$ cat src/rtl/dnn_accel_pkg.sv
// Shared types and constants for the word-copy DMA master.
package dnn_accel_pkg;

  typedef enum logic [1:0] {
    ST_IDLE = 2'd0,
    ST_RUN  = 2'd1,
    ST_DONE = 2'd2
  } state_t;

  // Bytes per bus word for the default 32-bit data path.
  localparam int AVM_BYTES = 4;

endpackage

$ cat src/rtl/dnn_accel_word_copy_master_if.sv
// Avalon-MM master bundle between the copy engine and the SRAM slaves.
interface dnn_accel_word_copy_master_if
  import dnn_accel_pkg::*;
#(
  parameter int ADDR_W = 32,
  parameter int DATA_W = 8 * AVM_BYTES
);

  logic [ADDR_W-1:0]   master_address;
  logic                master_read;
  logic                master_write;
  logic [DATA_W/8-1:0] master_byteenable;
  logic [DATA_W-1:0]   master_writedata;
  logic                master_waitrequest;
  logic [DATA_W-1:0]   master_readdata;
  logic                master_readdatavalid;

  modport master (
    output master_address, master_read, master_write,
           master_byteenable, master_writedata,
    input  master_waitrequest, master_readdata, master_readdatavalid
  );

  modport slave (
    input  master_address, master_read, master_write,
           master_byteenable, master_writedata,
    output master_waitrequest, master_readdata, master_readdatavalid
  );

endinterface

$ cat src/rtl/dnn_accel_sync_fifo.sv
// Read-data buffer between the read and write sides of the copy engine.
// DEPTH must be a power of two so the pointers wrap naturally.
module dnn_accel_sync_fifo #(
  parameter int DATA_W = 32,
  parameter int DEPTH  = 8,
  parameter int CNT_W  = $clog2(DEPTH) + 1
) (
  input  logic              clk,
  input  logic              reset,
  input  logic              push,
  input  logic              pop,
  input  logic [DATA_W-1:0] din,
  output logic [DATA_W-1:0] dout,
  output logic [CNT_W-1:0]  count,
  output logic              empty
);

  localparam int PTR_W = $clog2(DEPTH);

  logic [DATA_W-1:0] mem [DEPTH];
  logic [PTR_W-1:0]  wr_ptr;
  logic [PTR_W-1:0]  rd_ptr;

  // Storage array: written on push, no reset needed since count guards reads.
  always_ff @(posedge clk) begin
    if (push) mem[wr_ptr] <= din;
  end

  // Pointers and occupancy; simultaneous push and pop leave the count alone.
  always_ff @(posedge clk or posedge reset) begin
    if (reset) begin
      wr_ptr <= '0;
      rd_ptr <= '0;
      count  <= '0;
    end else begin
      if (push) wr_ptr <= wr_ptr + PTR_W'(1);
      if (pop)  rd_ptr <= rd_ptr + PTR_W'(1);
      case ({push, pop})
        2'b10:   count <= count + CNT_W'(1);
        2'b01:   count <= count - CNT_W'(1);
        default: count <= count;
      endcase
    end
  end

  assign dout  = mem[rd_ptr];
  assign empty = (count == '0);

endmodule

$ cat src/rtl/dnn_accel_word_copy_master.sv
// Word-copy DMA master: streams reads from a source range into a FIFO and
// drains it as writes to a destination range over one Avalon-MM port.
//
//   state   | meaning
//   --------+--------------------------------------------------------
//   ST_IDLE | waiting for start, bus quiet
//   ST_RUN  | issuing reads/writes until the last write is accepted
//   ST_DONE | single cycle, done pulse, back to idle
module dnn_accel_word_copy_master
  import dnn_accel_pkg::*;
#(
  parameter int ADDR_W     = 32,
  parameter int DATA_W     = 8 * AVM_BYTES,
  parameter int LEN_W      = 16,
  parameter int FIFO_DEPTH = 8
) (
  input  logic                          clk,
  input  logic                          reset,
  input  logic                          start,
  input  logic [ADDR_W-1:0]             src_addr,
  input  logic [ADDR_W-1:0]             dst_addr,
  input  logic [LEN_W-1:0]              num_words,
  output logic                          busy,
  output logic                          done,
  dnn_accel_word_copy_master_if.master  avm
);

  localparam int CNT_W = $clog2(FIFO_DEPTH) + 1;
  localparam logic [ADDR_W-1:0] ADDR_STEP = ADDR_W'(DATA_W / 8);

  state_t             state, state_nxt;
  logic [ADDR_W-1:0]  rd_addr, wr_addr;
  logic [LEN_W-1:0]   rd_left, wr_left;
  logic [CNT_W-1:0]   in_flight;
  logic [CNT_W-1:0]   fifo_count;
  logic               fifo_empty;
  logic [DATA_W-1:0]  fifo_dout;
  logic               pend_rd, pend_wr;
  logic               sel_rd, sel_wr;
  logic               acc_rd, acc_wr;
  logic               rd_push;
  logic               credit_ok;

  // Reads may only be launched while buffered plus outstanding words fit the FIFO.
  assign credit_ok = ({1'b0, fifo_count} + {1'b0, in_flight}) < (CNT_W + 1)'(FIFO_DEPTH);

  assign acc_rd  = sel_rd && !avm.master_waitrequest;
  assign acc_wr  = sel_wr && !avm.master_waitrequest;
  // Returns with nothing outstanding are leftovers from before a reset.
  assign rd_push = avm.master_readdatavalid && (in_flight != '0);

  // State register.
  always_ff @(posedge clk or posedge reset) begin
    if (reset) state <= ST_IDLE;
    else       state <= state_nxt;
  end

  // Next state and command arbitration; a stalled command keeps its type
  // and, because address/data only move on accept, its payload too.
  always_comb begin
    state_nxt = state;
    sel_rd    = 1'b0;
    sel_wr    = 1'b0;
    case (state)
      ST_IDLE: begin
        if (start) state_nxt = (num_words == '0) ? ST_DONE : ST_RUN;
      end
      ST_RUN: begin
        if (pend_wr)                          sel_wr = 1'b1;
        else if (pend_rd)                     sel_rd = 1'b1;
        else if (!fifo_empty)                 sel_wr = 1'b1;
        else if (rd_left != '0 && credit_ok)  sel_rd = 1'b1;
        if (sel_wr && !avm.master_waitrequest && wr_left == LEN_W'(1))
          state_nxt = ST_DONE;
      end
      ST_DONE: state_nxt = ST_IDLE;
      default: state_nxt = ST_IDLE;
    endcase
  end

  // Remember which command is stalled so arbitration cannot switch it.
  always_ff @(posedge clk or posedge reset) begin
    if (reset) begin
      pend_rd <= 1'b0;
      pend_wr <= 1'b0;
    end else begin
      pend_rd <= sel_rd && avm.master_waitrequest;
      pend_wr <= sel_wr && avm.master_waitrequest;
    end
  end

  // Address and remaining-word counters, loaded on start and stepped on accept.
  always_ff @(posedge clk or posedge reset) begin
    if (reset) begin
      rd_addr <= '0;
      wr_addr <= '0;
      rd_left <= '0;
      wr_left <= '0;
    end else if (state == ST_IDLE && start) begin
      rd_addr <= src_addr;
      wr_addr <= dst_addr;
      rd_left <= num_words;
      wr_left <= num_words;
    end else begin
      if (acc_rd) begin
        rd_addr <= rd_addr + ADDR_STEP;
        rd_left <= rd_left - LEN_W'(1);
      end
      if (acc_wr) begin
        wr_addr <= wr_addr + ADDR_STEP;
        wr_left <= wr_left - LEN_W'(1);
      end
    end
  end

  // Outstanding read count: up on read accept, down on each valid return.
  always_ff @(posedge clk or posedge reset) begin
    if (reset) begin
      in_flight <= '0;
    end else begin
      case ({acc_rd, rd_push})
        2'b10:   in_flight <= in_flight + CNT_W'(1);
        2'b01:   in_flight <= in_flight - CNT_W'(1);
        default: in_flight <= in_flight;
      endcase
    end
  end

  dnn_accel_sync_fifo #(
    .DATA_W (DATA_W),
    .DEPTH  (FIFO_DEPTH),
    .CNT_W  (CNT_W)
  ) u_fifo (
    .clk   (clk),
    .reset (reset),
    .push  (rd_push),
    .pop   (acc_wr),
    .din   (avm.master_readdata),
    .dout  (fifo_dout),
    .count (fifo_count),
    .empty (fifo_empty)
  );

  assign avm.master_read       = sel_rd;
  assign avm.master_write      = sel_wr;
  assign avm.master_address    = sel_wr ? wr_addr : (sel_rd ? rd_addr : '0);
  assign avm.master_byteenable = (sel_rd || sel_wr) ? '1 : '0;
  assign avm.master_writedata  = sel_wr ? fifo_dout : '0;

  assign busy = (state != ST_IDLE);
  assign done = (state == ST_DONE);

endmodule

$ cat src/flat_wrapper.sv
// flat-port wrapper written by rule: the top's interface ports become plain ports
module dnn_accel_word_copy_master_flat import dnn_accel_pkg::*;
#(
  parameter int ADDR_W     = 32,
  parameter int DATA_W     = 8 * AVM_BYTES,
  parameter int LEN_W      = 16,
  parameter int FIFO_DEPTH = 8
)
  (clk, reset, start, src_addr, dst_addr, num_words, busy, done, avm_master_address, avm_master_read, avm_master_write, avm_master_byteenable, avm_master_writedata, avm_master_waitrequest, avm_master_readdata, avm_master_readdatavalid);
  dnn_accel_word_copy_master_if #(.ADDR_W(ADDR_W), .DATA_W(DATA_W)) avm_i ();
  input  logic clk;
  input  logic reset;
  input  logic start;
  input  logic [ADDR_W-1:0] src_addr;
  input  logic [ADDR_W-1:0] dst_addr;
  input  logic [LEN_W-1:0] num_words;
  output logic busy;
  output logic done;
  output wire logic [$bits(avm_i.master_address)-1:0] avm_master_address;
  output wire logic [$bits(avm_i.master_read)-1:0] avm_master_read;
  output wire logic [$bits(avm_i.master_write)-1:0] avm_master_write;
  output wire logic [$bits(avm_i.master_byteenable)-1:0] avm_master_byteenable;
  output wire logic [$bits(avm_i.master_writedata)-1:0] avm_master_writedata;
  input wire logic [$bits(avm_i.master_waitrequest)-1:0] avm_master_waitrequest;
  input wire logic [$bits(avm_i.master_readdata)-1:0] avm_master_readdata;
  input wire logic [$bits(avm_i.master_readdatavalid)-1:0] avm_master_readdatavalid;
  assign avm_master_address = avm_i.master_address;
  assign avm_master_read = avm_i.master_read;
  assign avm_master_write = avm_i.master_write;
  assign avm_master_byteenable = avm_i.master_byteenable;
  assign avm_master_writedata = avm_i.master_writedata;
  assign avm_i.master_waitrequest = avm_master_waitrequest;
  assign avm_i.master_readdata = avm_master_readdata;
  assign avm_i.master_readdatavalid = avm_master_readdatavalid;
  dnn_accel_word_copy_master #(.ADDR_W(ADDR_W), .DATA_W(DATA_W), .LEN_W(LEN_W), .FIFO_DEPTH(FIFO_DEPTH)) u_core (.clk(clk), .reset(reset), .start(start), .src_addr(src_addr), .dst_addr(dst_addr), .num_words(num_words), .busy(busy), .done(done), .avm(avm_i));
endmodule
$ cat config.mk
export PLATFORM = sky130hd
export DESIGN_NAME = dnn_accel_word_copy_master_flat
export DESIGN_NICKNAME = d
export VERILOG_FILES = /design/src/rtl/dnn_accel_pkg.sv /design/src/rtl/dnn_accel_word_copy_master_if.sv /design/src/rtl/dnn_accel_sync_fifo.sv /design/src/rtl/dnn_accel_word_copy_master.sv /design/src/flat_wrapper.sv
export SDC_FILE = /design/constraint.sdc
export NUM_CORES = 1
export LEC_CHECK = 0
export ABC_AREA = 0
export CAP_MARGIN = 20
export CORE_MARGIN = 10
export CORE_UTILIZATION = 45
export CTS_CLUSTER_DIAMETER = 150
export CTS_CLUSTER_SIZE = 8
export DETAILED_ROUTE_END_ITERATION = 10
export GPL_ROUTABILITY_DRIVEN = 0
export GPL_TIMING_DRIVEN = 0
export PLACE_DENSITY = 0.71
export SETUP_SLACK_MARGIN = 0.5
export SYNTH_ARGS = -nofsm -noshare
export SYNTH_HDL_FRONTEND = slang
export SYNTH_SLANG_ARGS = --single-unit
$ cat constraint.sdc
create_clock -name clk -period 4.2 [get_ports clk]
set_input_delay 0.84 -clock clk [delete_from_list [all_inputs] [get_ports clk]]
set_output_delay 0.84 -clock clk [all_outputs]
set_load 0.01 [all_outputs]
==> impl_metrics.csv <==
group,metric,value,unit
worst_setup_path,cp_common_cell,"or4_4",
worst_setup_path,start_kind,"flop",
timing,setup_tns,0,ps
cts,clk_latency,590,ps
yosys,synth_cell_types,68,
route,drt_iter0_markers,1152,
route,vias,11700,
floorplanning,ioPinCount,189,
power,cellLeakagePower,7.61,nW
floorplanning,core_area,36400,µm²
cts,root_buffer,"clkbuf_16",
route,via_per_inst,6.00,
worst_setup_path,required,3360,ps
timing,maxSlewHeadroom,34.5,%
timing,final.min_clock_period,3880,ps
yosys,seq_area_frac_synth,63.8,%
worst_setup_path,worst-setup-path-type,"flop to output pin",
timing,fmax,257,MHz
placed_design,io_buffers,188,
layout,finish.utilization,58.0,%
grt,grt_overflow_total,0,
yosys,syn_avg_cell_area,13.8,µm²
job,cap_violations,0,
worst_setup_path,crit_fanout,7,
worst_setup_path,max_stage_delay,560,ps
power,power.density,703,nW/µm²
floorplanning,start_util,45.3,%
route,wl_per_cell,24.3,µm
yosys,yosysTopAreaCellShare,46.6,%
cts,cts_buffer_depth,3,
grt,antenna_found_initial,3,
yosys,yosysTopAreaCell,"edfxtp_1",
yosys,syn_inst,1199,
floorplanning,die_w,212,µm
power,ir_drop,0.494,mV
worst_setup_path,slowest_stage,"or4_4",
worst_setup_path,critPathArrivalTime,3040,ps
grt,grt_pass1_wl,72200,µm
worst_setup_path,crit_chain,"or4_4 -> or4_4 -> a22oi_2 -> buf_6 -> inv_8 -> buf_8 -> a22o_1 -> buf_2",
timing,fin_crit_sh,92.5,%
cts,cts_tree,"built",
layout,syn2layout_area_growth,27.9,%
worst_hold_path,hp-class,"flop to flop",
floorplanning,fp.dieH,212,µm
route,antenna_left,0,
timing,fin_worst_skew,39.4,ps
cts,cts_buffers,52,
yosys,synthArstFlopShare,30.8,%
cts,numClockSinks,370,
cts,cts.reportedPaths.clkPinSlew,50,ps
yosys,yosys_warnings,0,
timing,rsz0062_at_grt,"true",
yosys,synth-edff-count,256,
placed_design,dp_hpwl,32300,µm
yosys,synth_area_leaders,"edfxtp_1 47%, dfrtp_1 17%, mux4_2 8.7%, nand2_1 2.8%, mux2i_1 2.0%",
layout,instances_no_fill,1955,
cts,h-tree-depth,2,
yosys,yosys-top-cells-count,"256 x edfxtp_1, 123 x nand2_1, 114 x dfrtp_1, 87 x nor2_1, 64 x mux4_2",
worst_setup_path,worstSetupEndpointType,"output pin",
outcome,status,"complete, no violations",
placed_design,placed_cells,1868,
yosys,synth.most_common_cell,"edfxtp_1",
yosys,syn_area,16500,µm²
route,drc,0,
timing,finalHoldViolCount,0,
floorplanning,dieArea,44800,µm²
layout,drive_above_1_share,18.3,%
grt,track_usage,21.0,%
yosys,ys.flop_type,"edfxtp_1",
grt,grt_start_max_net_pins,38,
route,routed_wl,47500,µm
worst_setup_path,crit_buf_inv,4,
yosys,synth_fp_nets,1333,
timing,slew_violations,0,
timing,tightest_slew,973,ps
floorplanning,rows,70,
layout,nFillCells,2876,
worst_setup_path,cp_top_family,"simple AND/OR/NAND/NOR gates",
yosys,synth_seq_cells,370,
timing,setup_viol,0,
grt,grt_pass1_vias,12100,
route,first_pass_iters,7,
layout,nNetsFinal,1612,
-- through the flow --
step           total power, mW  hold WS, ps  setup slack (ps)  area, µm²
6_report                  14.8          481               316      21100
5_1_grt                   15.6          502               224      21100
4_1_cts                   14.8          484               212      20900
3_5_place_dp              10.9          471             -66.4      19300
3_3_place_gp              10.7          461              -826      19000
2_1_floorplan             8.50          446               926      16500
-- where the power goes --
part,switching (mW),internal (mW)
Sequential,0.751,4.81
Clock,1.50,2.23
Combinational,2.84,2.72
-- metal layers --
layer  vias to the layer above  wire length, µm  part of all wire (%)  global-route usage (%)
met2                       666            23000                    48                    34.9
met5                         -                0                     0                       0
li1                       5160                -                     -                       -
met3                       125             4640                   9.8                    5.37
met1                      5788            18400                    39                    26.0
met4                         0             1510                   3.2                    7.34
-- worst paths after layout --
check	cells past startpoint	endpoint	slack, ps	from
min	2	u_core.rd_addr[1]	480	u_core.rd_addr[1]
min in group asynchronous	2	u_core.rd_addr[8]	830	reset
min reg2reg	2	u_core.rd_addr[1]	480	u_core.rd_addr[1]
max reg2reg	12	u_core.in_flight[3]	700	u_core.rd_left[11]
max	8	avm_master_address[26]	320	u_core.rd_left[11]
max in group asynchronous	4	u_core.wr_addr[18]	2580	reset
-- cell type report --
class                      instances  area [µm²]  share of cell area, %
sequential                       370       10500                   49.9
multi-input combinational        734        5760                   27.3
timing repair buffer             225        2260                   10.7
clock buffer                      57        1340                   6.35
tap                              468         586                   2.77
buffer                            68         433                   2.05
inverter                          27         116                  0.551
clock inverter                     3        68.8                  0.326
antenna                            3        7.51                 0.0355
-- registers in the layout, indices dropped and copies added (netlist names) --
| name | cells |
|---|---|
| u_core.in_flight | 4 |
| u_core.wr_addr | 32 |
| u_core.wr_left | 16 |
| u_core.u_fifo.count | 4 |
| u_core.rd_left | 16 |
| u_core.u_fifo.rd_ptr | 3 |
| u_core.u_fifo.wr_ptr | 3 |
| u_core.pend_rd | 1 |
| u_core.u_fifo.mem | 256 |
| u_core.state | 2 |
| u_core.rd_addr | 32 |
| u_core.pend_wr | 1 |
-- tightest hold or removal path, stage by stage, from the launching register on --
cell and delay, ps:
dfrtp_1 340, nand2_1 50, nand2_1 60
-- cell usage in the layout, fill, tap and decap left out, drive strengths merged, types with 5 or more instances in the layout --
| cell type | count |
|---|---|
| inv | 25 |
| or4 | 6 |
| a22o | 26 |
| a31oi | 6 |
| nor4 | 30 |
| nand4 | 26 |
| a21oi | 22 |
| or3 | 9 |
| mux4 | 64 |
| buf | 94 |
| dfrtp | 114 |
| ha | 16 |
| o21ai | 66 |
| nand2 | 123 |
| nand2b | 5 |
| mux2i | 33 |
| a21o | 7 |
| clkdlybuf4s50 | 150 |
| xnor2 | 35 |
| o311ai | 10 |
| o211ai | 16 |
| clkbuf | 102 |
| nand3 | 42 |
| nor3 | 20 |
| and3 | 11 |
| xor2 | 19 |
| a221o | 9 |
| edfxtp | 256 |
| nor2 | 87 |
-- logic make-up after synthesis --
kind of cell | count (synthesis) | share of synthesized area (%)
and+or+nand+nor | 380 | 11.1
DFF | 370 | 63.8
AOI/OAI and AO/OA | 185 | 7.70
muxes | 98 | 10.8
buffers and inverters | 95 | 2.38
xor gates and xnor gates | 54 | 2.86
adders and majority gates | 17 | 1.33
-- what timing repair did --
item	CTS	global route
setup buffers	13	9
endpoints found under the hold margin	0	0
gates cloned	1	1
resized for setup	225	42
hold buffers	0	0
pin swaps	23	11
setup endpoints to repair	71	70
No activity file was read; power rests on OpenSTA's default activity.
